`config.mk`:
```
export PLATFORM = sky130hd
export DESIGN_NAME = vga_osd_flat
export DESIGN_NICKNAME = d
export VERILOG_FILES = /design/src/rtl/vga_osd_pkg.sv /design/src/rtl/vga_osd_if.sv /design/src/rtl/vga_osd_charbuf.sv /design/src/rtl/vga_osd.sv /design/src/flat_wrapper.sv
export SDC_FILE = /design/constraint.sdc
export NUM_CORES = 2
export LEC_CHECK = 0
export CAP_MARGIN = 10
export CORE_MARGIN = 2
export CORE_UTILIZATION = 30
export CTS_BUF_LIST = sky130_fd_sc_hd__clkbuf_4
export CTS_CLUSTER_SIZE = 14
export DETAILED_ROUTE_END_ITERATION = 16
export SLEW_MARGIN = 20
export SYNTH_ARGS = -nofsm -noshare
export SYNTH_HDL_FRONTEND = slang
export SYNTH_HIERARCHICAL = 1
export SYNTH_SLANG_ARGS = --single-unit
```
`constraint.sdc`:
```
create_clock -name clk -period 2.88 [get_ports clk]
set_clock_uncertainty 0.15 [all_clocks]
set_input_delay 0.576 -clock clk [delete_from_list [all_inputs] [get_ports clk]]
set_output_delay 0.576 -clock clk [all_outputs]
set_load 0.01 [all_outputs]
```
`src/rtl/vga_osd_pkg.sv`:
```
`default_nettype none
// ============================================================================
// Module   : vga_osd_pkg
// Purpose  : Shared geometry constants, pipeline types and the font ROM
//            lookup for the VGA on-screen-display overlay.
// Revision : 1.0  initial release
// ============================================================================
package vga_osd_pkg;

    localparam int OSD_COLS = 32;
    localparam int OSD_ROWS = 16;
    localparam int GLYPH_W  = 8;
    localparam int GLYPH_H  = 8;
    localparam int PIPE_LAT = 3;
    localparam int ATTR_BIT = 7;
    localparam int COLOR_W  = 6;
    localparam int CNT_W    = 11;
    localparam int CHAR_AW  = 9;
    localparam int FRAME_W  = 5;

    typedef struct packed {
        logic [COLOR_W-1:0] r;
        logic [COLOR_W-1:0] g;
        logic [COLOR_W-1:0] b;
    } rgb_t;

    typedef struct packed {
        logic hs;
        logic vs;
        logic blank;
    } sync_t;

    localparam sync_t SYNC_IDLE = '{hs: 1'b1, vs: 1'b1, blank: 1'b1};

    // Glyph rows packed top row first; bit 7 of each row is the leftmost pixel.
    function automatic logic [7:0] font_row(input logic [6:0] code, input logic [2:0] row);
        logic [63:0] glyph;
        case (code)
            7'h30:   glyph = 64'h3C666E7666663C00;
            7'h31:   glyph = 64'h1838181818187E00;
            7'h41:   glyph = 64'h183C66667E666600;
            7'h42:   glyph = 64'h7C66667C66667C00;
            7'h43:   glyph = 64'h3C66606060663C00;
            7'h7F:   glyph = 64'hFFFFFFFFFFFFFFFF;
            default: glyph = 64'h0000000000000000;
        endcase
        return glyph[{~row, 3'b000} +: 8];
    endfunction

endpackage
`default_nettype wire

```
`src/rtl/vga_osd_if.sv`:
```
`default_nettype none
// ============================================================================
// Module   : vga_osd_if
// Purpose  : Video stream, character-buffer write port and mixed output of
//            the OSD overlay, grouped for connection between source and core.
// Revision : 1.0  initial release
// ============================================================================
interface vga_osd_if;
    import vga_osd_pkg::*;

    logic                osd_en;
    logic                wr_en;
    logic [CHAR_AW-1:0]  wr_addr;
    logic [7:0]          wr_data;
    logic [COLOR_W-1:0]  in_r, in_g, in_b;
    logic                in_hs, in_vs, in_blank;
    logic [CNT_W-1:0]    in_hcount, in_vcount;
    logic [COLOR_W-1:0]  out_r, out_g, out_b;
    logic                out_hs, out_vs, out_blank;

    modport master (
        output osd_en, wr_en, wr_addr, wr_data,
        output in_r, in_g, in_b, in_hs, in_vs, in_blank, in_hcount, in_vcount,
        input  out_r, out_g, out_b, out_hs, out_vs, out_blank
    );

    modport slave (
        input  osd_en, wr_en, wr_addr, wr_data,
        input  in_r, in_g, in_b, in_hs, in_vs, in_blank, in_hcount, in_vcount,
        output out_r, out_g, out_b, out_hs, out_vs, out_blank
    );

endinterface
`default_nettype wire

```
`src/rtl/vga_osd_charbuf.sv`:
```
`default_nettype none
// ============================================================================
// Module   : osd_charbuf
// Purpose  : 512x8 character buffer, one write port and one registered
//            read port; a same-cycle read of the written cell returns old data.
// Revision : 1.0  initial release
// ============================================================================
module osd_charbuf #(
    parameter int DEPTH = 512,
    parameter int AW    = 9,
    parameter int DW    = 8
) (
    input  logic          clk,
    input  logic          wr_en,
    input  logic [AW-1:0] wr_addr,
    input  logic [DW-1:0] wr_data,
    input  logic [AW-1:0] rd_addr,
    output logic [DW-1:0] rd_data
);

    logic [DW-1:0] r_mem [0:DEPTH-1];

    // Contents deliberately survive reset.
    always_ff @(posedge clk) begin
        if (wr_en) begin
            r_mem[wr_addr] <= wr_data;
        end
        rd_data <= r_mem[rd_addr];
    end

endmodule
`default_nettype wire

```
`src/rtl/vga_osd.sv`:
```
`default_nettype none
// ============================================================================
// Module   : vga_osd
// Purpose  : 32x16 character overlay mixed into a VGA stream, 3-clock
//            pipeline. Define VGA_OSD_DIM_EN to halve the window background.
// Revision : 1.0  initial release
// ============================================================================
module vga_osd
    import vga_osd_pkg::*;
#(
    parameter int OSD_X = 192,
    parameter int OSD_Y = 176
) (
    input  logic      clk,
    input  logic      reset,
    vga_osd_if.slave  bus
);

    localparam logic [CNT_W-1:0] c_x0 = CNT_W'(OSD_X);
    localparam logic [CNT_W-1:0] c_y0 = CNT_W'(OSD_Y);
    localparam logic [CNT_W-1:0] c_w  = CNT_W'(OSD_COLS * GLYPH_W);
    localparam logic [CNT_W-1:0] c_h  = CNT_W'(OSD_ROWS * GLYPH_H);

    logic [CNT_W-1:0]   w_hrel, w_vrel;
    logic               w_in_win, w_vs_fall, w_on;
    logic [CHAR_AW-1:0] w_rd_addr;
    logic [7:0]         w_cell;
    rgb_t               w_bg, w_mix;

    logic               r_vs_prev, r_osd_en;
    logic [FRAME_W-1:0] r_frame;
    logic               r1_valid, r1_act;
    logic [2:0]         r1_gx, r1_gy;
    rgb_t               r1_col;
    sync_t              r1_sync;
    logic               r2_valid, r2_act, r2_blink;
    logic [2:0]         r2_gx;
    logic [7:0]         r2_font;
    rgb_t               r2_col;
    sync_t              r2_sync;
    rgb_t               r_out_col;
    sync_t              r_out_sync;

    // Explicit lower bounds stop small counters from wrapping into the window.
    assign w_hrel    = bus.in_hcount - c_x0;
    assign w_vrel    = bus.in_vcount - c_y0;
    assign w_in_win  = (bus.in_hcount >= c_x0) && (w_hrel < c_w) &&
                       (bus.in_vcount >= c_y0) && (w_vrel < c_h);
    assign w_rd_addr = {w_vrel[6:3], w_hrel[7:3]};
    assign w_vs_fall = r_vs_prev & ~bus.in_vs;

    osd_charbuf #(
        .DEPTH (OSD_COLS * OSD_ROWS),
        .AW    (CHAR_AW),
        .DW    (8)
    ) u_charbuf (
        .clk     (clk),
        .wr_en   (bus.wr_en),
        .wr_addr (bus.wr_addr),
        .wr_data (bus.wr_data),
        .rd_addr (w_rd_addr),
        .rd_data (w_cell)
    );

    // osd_en is sampled only at frame start so a frame is never half overlaid.
    always_ff @(posedge clk) begin
        if (reset) begin
            r_vs_prev <= 1'b1;
            r_frame   <= '0;
            r_osd_en  <= 1'b0;
        end else begin
            r_vs_prev <= bus.in_vs;
            if (w_vs_fall) begin
                r_frame  <= r_frame + FRAME_W'(1);
                r_osd_en <= bus.osd_en;
            end
        end
    end

    always_ff @(posedge clk) begin
        if (reset) begin
            r1_valid <= 1'b0;
            r1_act   <= 1'b0;
            r1_gx    <= '0;
            r1_gy    <= '0;
            r1_col   <= '0;
            r1_sync  <= SYNC_IDLE;
            r2_valid <= 1'b0;
            r2_act   <= 1'b0;
            r2_blink <= 1'b0;
            r2_gx    <= '0;
            r2_font  <= '0;
            r2_col   <= '0;
            r2_sync  <= SYNC_IDLE;
        end else begin
            r1_valid <= 1'b1;
            r1_act   <= w_in_win & r_osd_en;
            r1_gx    <= w_hrel[2:0];
            r1_gy    <= w_vrel[2:0];
            r1_col   <= rgb_t'({bus.in_r, bus.in_g, bus.in_b});
            r1_sync  <= sync_t'({bus.in_hs, bus.in_vs, bus.in_blank});
            r2_valid <= r1_valid;
            r2_act   <= r1_act;
            r2_blink <= w_cell[ATTR_BIT];
            r2_gx    <= r1_gx;
            r2_font  <= font_row(w_cell[6:0], r1_gy);
            r2_col   <= r1_col;
            r2_sync  <= r1_sync;
        end
    end

    assign w_on = r2_font[~r2_gx] & ~(r2_blink & r_frame[FRAME_W-1]);

`ifdef VGA_OSD_DIM_EN
    assign w_bg = '{r: r2_col.r >> 1, g: r2_col.g >> 1, b: r2_col.b >> 1};
`else
    assign w_bg = r2_col;
`endif

    always_comb begin
        w_mix = r2_col;
        if (r2_sync.blank) begin
            w_mix = '0;
        end else if (!r2_act) begin
            w_mix = r2_col;
        end else if (w_on) begin
            w_mix = '1;
        end else begin
            w_mix = w_bg;
        end
    end

    always_ff @(posedge clk) begin
        if (reset || !r2_valid) begin
            r_out_col  <= '0;
            r_out_sync <= SYNC_IDLE;
        end else begin
            r_out_col  <= w_mix;
            r_out_sync <= r2_sync;
        end
    end

    assign bus.out_r     = r_out_col.r;
    assign bus.out_g     = r_out_col.g;
    assign bus.out_b     = r_out_col.b;
    assign bus.out_hs    = r_out_sync.hs;
    assign bus.out_vs    = r_out_sync.vs;
    assign bus.out_blank = r_out_sync.blank;

endmodule
`default_nettype wire

```
`src/flat_wrapper.sv`:
```
// flat-port wrapper written by rule: the top's interface ports become plain ports
module vga_osd_flat import vga_osd_pkg::*;
#(
    parameter int OSD_X = 192,
    parameter int OSD_Y = 176
)
  (clk, reset, bus_osd_en, bus_wr_en, bus_wr_addr, bus_wr_data, bus_in_r, bus_in_g, bus_in_b, bus_in_hs, bus_in_vs, bus_in_blank, bus_in_hcount, bus_in_vcount, bus_out_r, bus_out_g, bus_out_b, bus_out_hs, bus_out_vs, bus_out_blank);
  vga_osd_if bus_i ();
  input  logic clk;
  input  logic reset;
  input wire logic [$bits(bus_i.osd_en)-1:0] bus_osd_en;
  input wire logic [$bits(bus_i.wr_en)-1:0] bus_wr_en;
  input wire logic [$bits(bus_i.wr_addr)-1:0] bus_wr_addr;
  input wire logic [$bits(bus_i.wr_data)-1:0] bus_wr_data;
  input wire logic [$bits(bus_i.in_r)-1:0] bus_in_r;
  input wire logic [$bits(bus_i.in_g)-1:0] bus_in_g;
  input wire logic [$bits(bus_i.in_b)-1:0] bus_in_b;
  input wire logic [$bits(bus_i.in_hs)-1:0] bus_in_hs;
  input wire logic [$bits(bus_i.in_vs)-1:0] bus_in_vs;
  input wire logic [$bits(bus_i.in_blank)-1:0] bus_in_blank;
  input wire logic [$bits(bus_i.in_hcount)-1:0] bus_in_hcount;
  input wire logic [$bits(bus_i.in_vcount)-1:0] bus_in_vcount;
  output wire logic [$bits(bus_i.out_r)-1:0] bus_out_r;
  output wire logic [$bits(bus_i.out_g)-1:0] bus_out_g;
  output wire logic [$bits(bus_i.out_b)-1:0] bus_out_b;
  output wire logic [$bits(bus_i.out_hs)-1:0] bus_out_hs;
  output wire logic [$bits(bus_i.out_vs)-1:0] bus_out_vs;
  output wire logic [$bits(bus_i.out_blank)-1:0] bus_out_blank;
  assign bus_i.osd_en = bus_osd_en;
  assign bus_i.wr_en = bus_wr_en;
  assign bus_i.wr_addr = bus_wr_addr;
  assign bus_i.wr_data = bus_wr_data;
  assign bus_i.in_r = bus_in_r;
  assign bus_i.in_g = bus_in_g;
  assign bus_i.in_b = bus_in_b;
  assign bus_i.in_hs = bus_in_hs;
  assign bus_i.in_vs = bus_in_vs;
  assign bus_i.in_blank = bus_in_blank;
  assign bus_i.in_hcount = bus_in_hcount;
  assign bus_i.in_vcount = bus_in_vcount;
  assign bus_out_r = bus_i.out_r;
  assign bus_out_g = bus_i.out_g;
  assign bus_out_b = bus_i.out_b;
  assign bus_out_hs = bus_i.out_hs;
  assign bus_out_vs = bus_i.out_vs;
  assign bus_out_blank = bus_i.out_blank;
  vga_osd #(.OSD_X(OSD_X), .OSD_Y(OSD_Y)) u_core (.clk(clk), .reset(reset), .bus(bus_i));
endmodule
```
==> impl_metrics.tcl <==
set metrics [dict create \
    status "finished, violations left" \
    violations "setup timing" \
    drtIter0Drc 9831 \
    syn_avg_cell_area_um2 19.5 \
    netlist-cell-type-count 76 \
    die_h_um 741 \
    maxSlewViolCount 0 \
    crit-reg2reg-launch "u_core/u_charbuf/r_mem[434][5]" \
    worstSetupStartpointType "input pin" \
    io_pins 85 \
    crit_required_ns 4.32 \
    final_antenna_net_count 0 \
    holdWs_ns 0.206 \
    criticalPathCategory "input pin to register" \
    final_cell_mix "edfxtp_1 (4096), clkbuf_4 (1561), buf_4 (1325)" \
    vias 93300 \
    synthCells 8350 \
    whs_endpoint "u_core/u_charbuf/r_mem[270][5]" \
    antenna_found_initial 14 \
    grt-ovfl-total 0 \
    nNetsFinal 10800 \
    async_flop_share_pct 0 \
    reg2regPathDepth 5 \
    dp_hpwl_um 301000 \
    maxCapViolCount 0 \
    setup_tns_ns -0.384 \
    rsz0062_at_grt "true" \
    die_area_um2 550000 \
    drive_above_1_share_pct 34.9 \
    synth_edf_count 4096 \
    clock-root-buffer "clkbuf_4" \
    yosysSeqAreaShare_pct 76.6 \
    synth_flop_cell "edfxtp_1" \
    crit_arrival_ns 4.42 \
    wl_um 461000 \
    cts-htree-levels 7 \
    dp_slack_ns -1.84 \
    grt_pass1_wl_um 659000 \
    final_common_cell "edfxtp_1" \
    worst_pin_slew_ns 1.01 \
    post_cts_buffers 0 \
    dieWidth_um 741 \
    cts.sinks 4194 \
    ys_seq_elements 4194 \
    worst_hold_path_type "input pin to register" \
    min_path_cells 6 \
    syn_area_um2 163000 \
    tritoncts "built" \
    port_buffers 84 \
    clkLatencyLatePin_ns 1.70 \
    relSlewSlack_pct 32.1 \
    fin_ws_ns -0.0950 \
    clock.fmax_mhz 336 \
    fin_crit_ns 2.97 \
    hold_violations 0 \
    fillCellCount 49800 \
    synth_warnings 6 \
    via_per_inst 5.02 \
    initial_utilization_pct 30.1 \
    drc_errors 0 \
    vdd_drop_max_v 0.000418 \
    min_from "bus_wr_addr[3]" \
    clkTransAtPathRegs_ns 0.07 \
    cts_max_path_buffers 5 \
    power_density_nw_per_um2 629 \
    wl_per_cell_um 24.8 \
    reg2reg_slack_ns -0.06 \
    core_area_um2 541000 \
    setup_viol 7 \
    gp_congestion 0.948 \
    end_kind "register" \
    numCtsBuffers 1141 \
    syn-num-nets 8417 \
    cp_max_fo 23 \
    rr_endpoint "u_core/u_charbuf/rd_data[5]" \
    dr.pass1.iters 7 \
    final.period_utilization_pct 103 \
    num_rows 270 \
    grt_max_degree 129 \
    grt.total_usage_pct 16.4 \
    synthToLayoutAreaGrowth_pct 22.0 \
    grt_pass1_vias 96500 \
    leakagePower_nw 67.2 \
]
[cells in the mapped netlist, types with 18 or more instances]
| cell type | count | area share (%) |
|---|---|---|
| nor2b_1 | 58 | 0.22 |
| nor4_1 | 36 | 0.14 |
| buf_4 | 70 | 0.32 |
| nand2_1 | 118 | 0.27 |
| buf_1 | 41 | 0.094 |
| and2_1 | 20 | 0.077 |
| buf_6 | 66 | 0.46 |
| nand4_1 | 37 | 0.14 |
| buf_2 | 58 | 0.18 |
| o21ai_0 | 124 | 0.38 |
| o221ai_1 | 371 | 2.0 |
| a21oi_1 | 206 | 0.63 |
| clkbuf_1 | 277 | 0.64 |
| edfxtp_1 | 4096 | 75 |
| mux2i_1 | 801 | 4.9 |
| o22ai_1 | 164 | 0.63 |
| nor2_1 | 646 | 1.5 |
| mux4_2 | 656 | 9.1 |
| dfxtp_1 | 98 | 1.2 |
| a22oi_1 | 61 | 0.28 |
| nor3_1 | 118 | 0.36 |
| nand3_1 | 40 | 0.12 |
| a211oi_1 | 18 | 0.083 |
[kinds of logic after synthesis]
kind of cell | synth area share (%)
muxes | 14.0
buffers and inverters | 1.87
AOI/OAI and AO/OA | 4.42
and+or+nand+nor | 3.09
xor gates and xnor gates | 0.0376
adders and majority gates | 0.0230
DFF | 76.6
[through the flow]
| step | utilization, % | std cells | instance area, um2 | total power [mW] |
|---|---|---|---|---|
| floorplan | - | 8350 | 163000 | 72.2 |
| global placement | 34.1 | 16700 | 185000 | 76.9 |
| detailed placement | 34.1 | 16700 | 185000 | 77.0 |
| CTS | 36.8 | 18600 | 199000 | 127 |
| global route | 36.8 | 18600 | 199000 | 130 |
| finish | 36.8 | 18600 | 199000 | 125 |
[worst max-delay path by stage]
stage	to	slack [ns]	start
2_1_floorplan	u_core/u_charbuf/rd_data[4]	0.03	bus_in_vcount[4]
3_3_place_gp	u_core/u_charbuf/rd_data[5]	-1.94	bus_in_vcount[4]
3_5_place_dp	u_core/u_charbuf/rd_data[5]	-1.84	bus_in_vcount[4]
4_1_cts	bus_out_r[2]	-0.20	u_core/bus.out_r[2]
5_1_grt	bus_out_blank	-0.12	u_core/bus.out_blank
6_report	u_core/u_charbuf/rd_data[5]	-0.09	bus_in_hcount[5]
[critical path, stage by stage]
cell and delay, ns:
dlygate4sd3_1 0.67, buf_6 0.21, or2_4 0.26, buf_12 0.18
buf_4 0.20, o221ai_1 0.55, a21oi_1 0.25, nor4_4 0.43
buf_4 0.19, nand4_1 0.13, nor4_2 0.45, o2111a_1 0.28
[area by class of cell]
cell class	instances	area, um2	area share [%]
Inverter	9	41.3	0.0207
Clock buffer	1561	11700	5.89
Multi-Input combinational cell	3618	35500	17.8
Timing Repair Buffer	1733	16500	8.27
Tap cell	7208	9020	4.53
Clock inverter	236	1320	0.663
Sequential cell	4194	125000	62.8
Antenna cell	11	27.5	0.0138
[layer usage]
layer / vias to the layer above / wire (um) / track usage [%]
met1: 48200 / 183000 / 20.8
met5: - / 22 / 0
met3: 807 / 37300 / 3.78
li1: 39900 / - / -
met4: 4 / 16600 / 7.30
met2: 4434 / 224000 / 26.8
[sequential cells by signal, summed over array words and instances (netlist names)]
signal / cells
u_core/bus.out_r: 6
u_core/r2_font: 7
u_core/r2_col: 18
u_core/r1_sync: 3
u_core/r1_gx: 3
u_core/bus.out_vs: 1
u_core/u_charbuf/rd_data: 8
u_core/r2_blink: 1
u_core/r2_valid: 1
u_core/r2_gx: 3
u_core/r1_act: 1
u_core/bus.out_b: 6
u_core/bus.out_blank: 1
u_core/r_osd_en: 1
u_core/r1_gy: 3
u_core/bus.out_hs: 1
u_core/r1_valid: 1
u_core/r2_sync: 3
u_core/r2_act: 1
u_core/u_charbuf/r_mem: 4096
u_core/r1_col: 18
u_core/r_frame: 5
u_core/bus.out_g: 6
[report_power, final]
| part | leakage [nW] | total (mW) | switching (mW) | internal [mW] |
|---|---|---|---|---|
| registers | 37.6 | 67.3 | 0.233 | 67.1 |
| logic | 21.7 | 8.65 | 5.29 | 3.37 |
| clock network | 7.87 | 49.3 | 23.2 | 26.1 |
| total | 67.2 | 125 | 28.7 | 96.5 |
[repair_timing]
item / 4_1_cts / 5_1_grt
hold buffers: 96 / 0
resized for setup: 104 / 27
pin swaps: 0 / 3
gates cloned: 0 / 0
hold endpoints to repair: 4278 / 0
setup endpoints to repair: 26 / 28
Note: power is estimated with default switching activity, not from simulation.
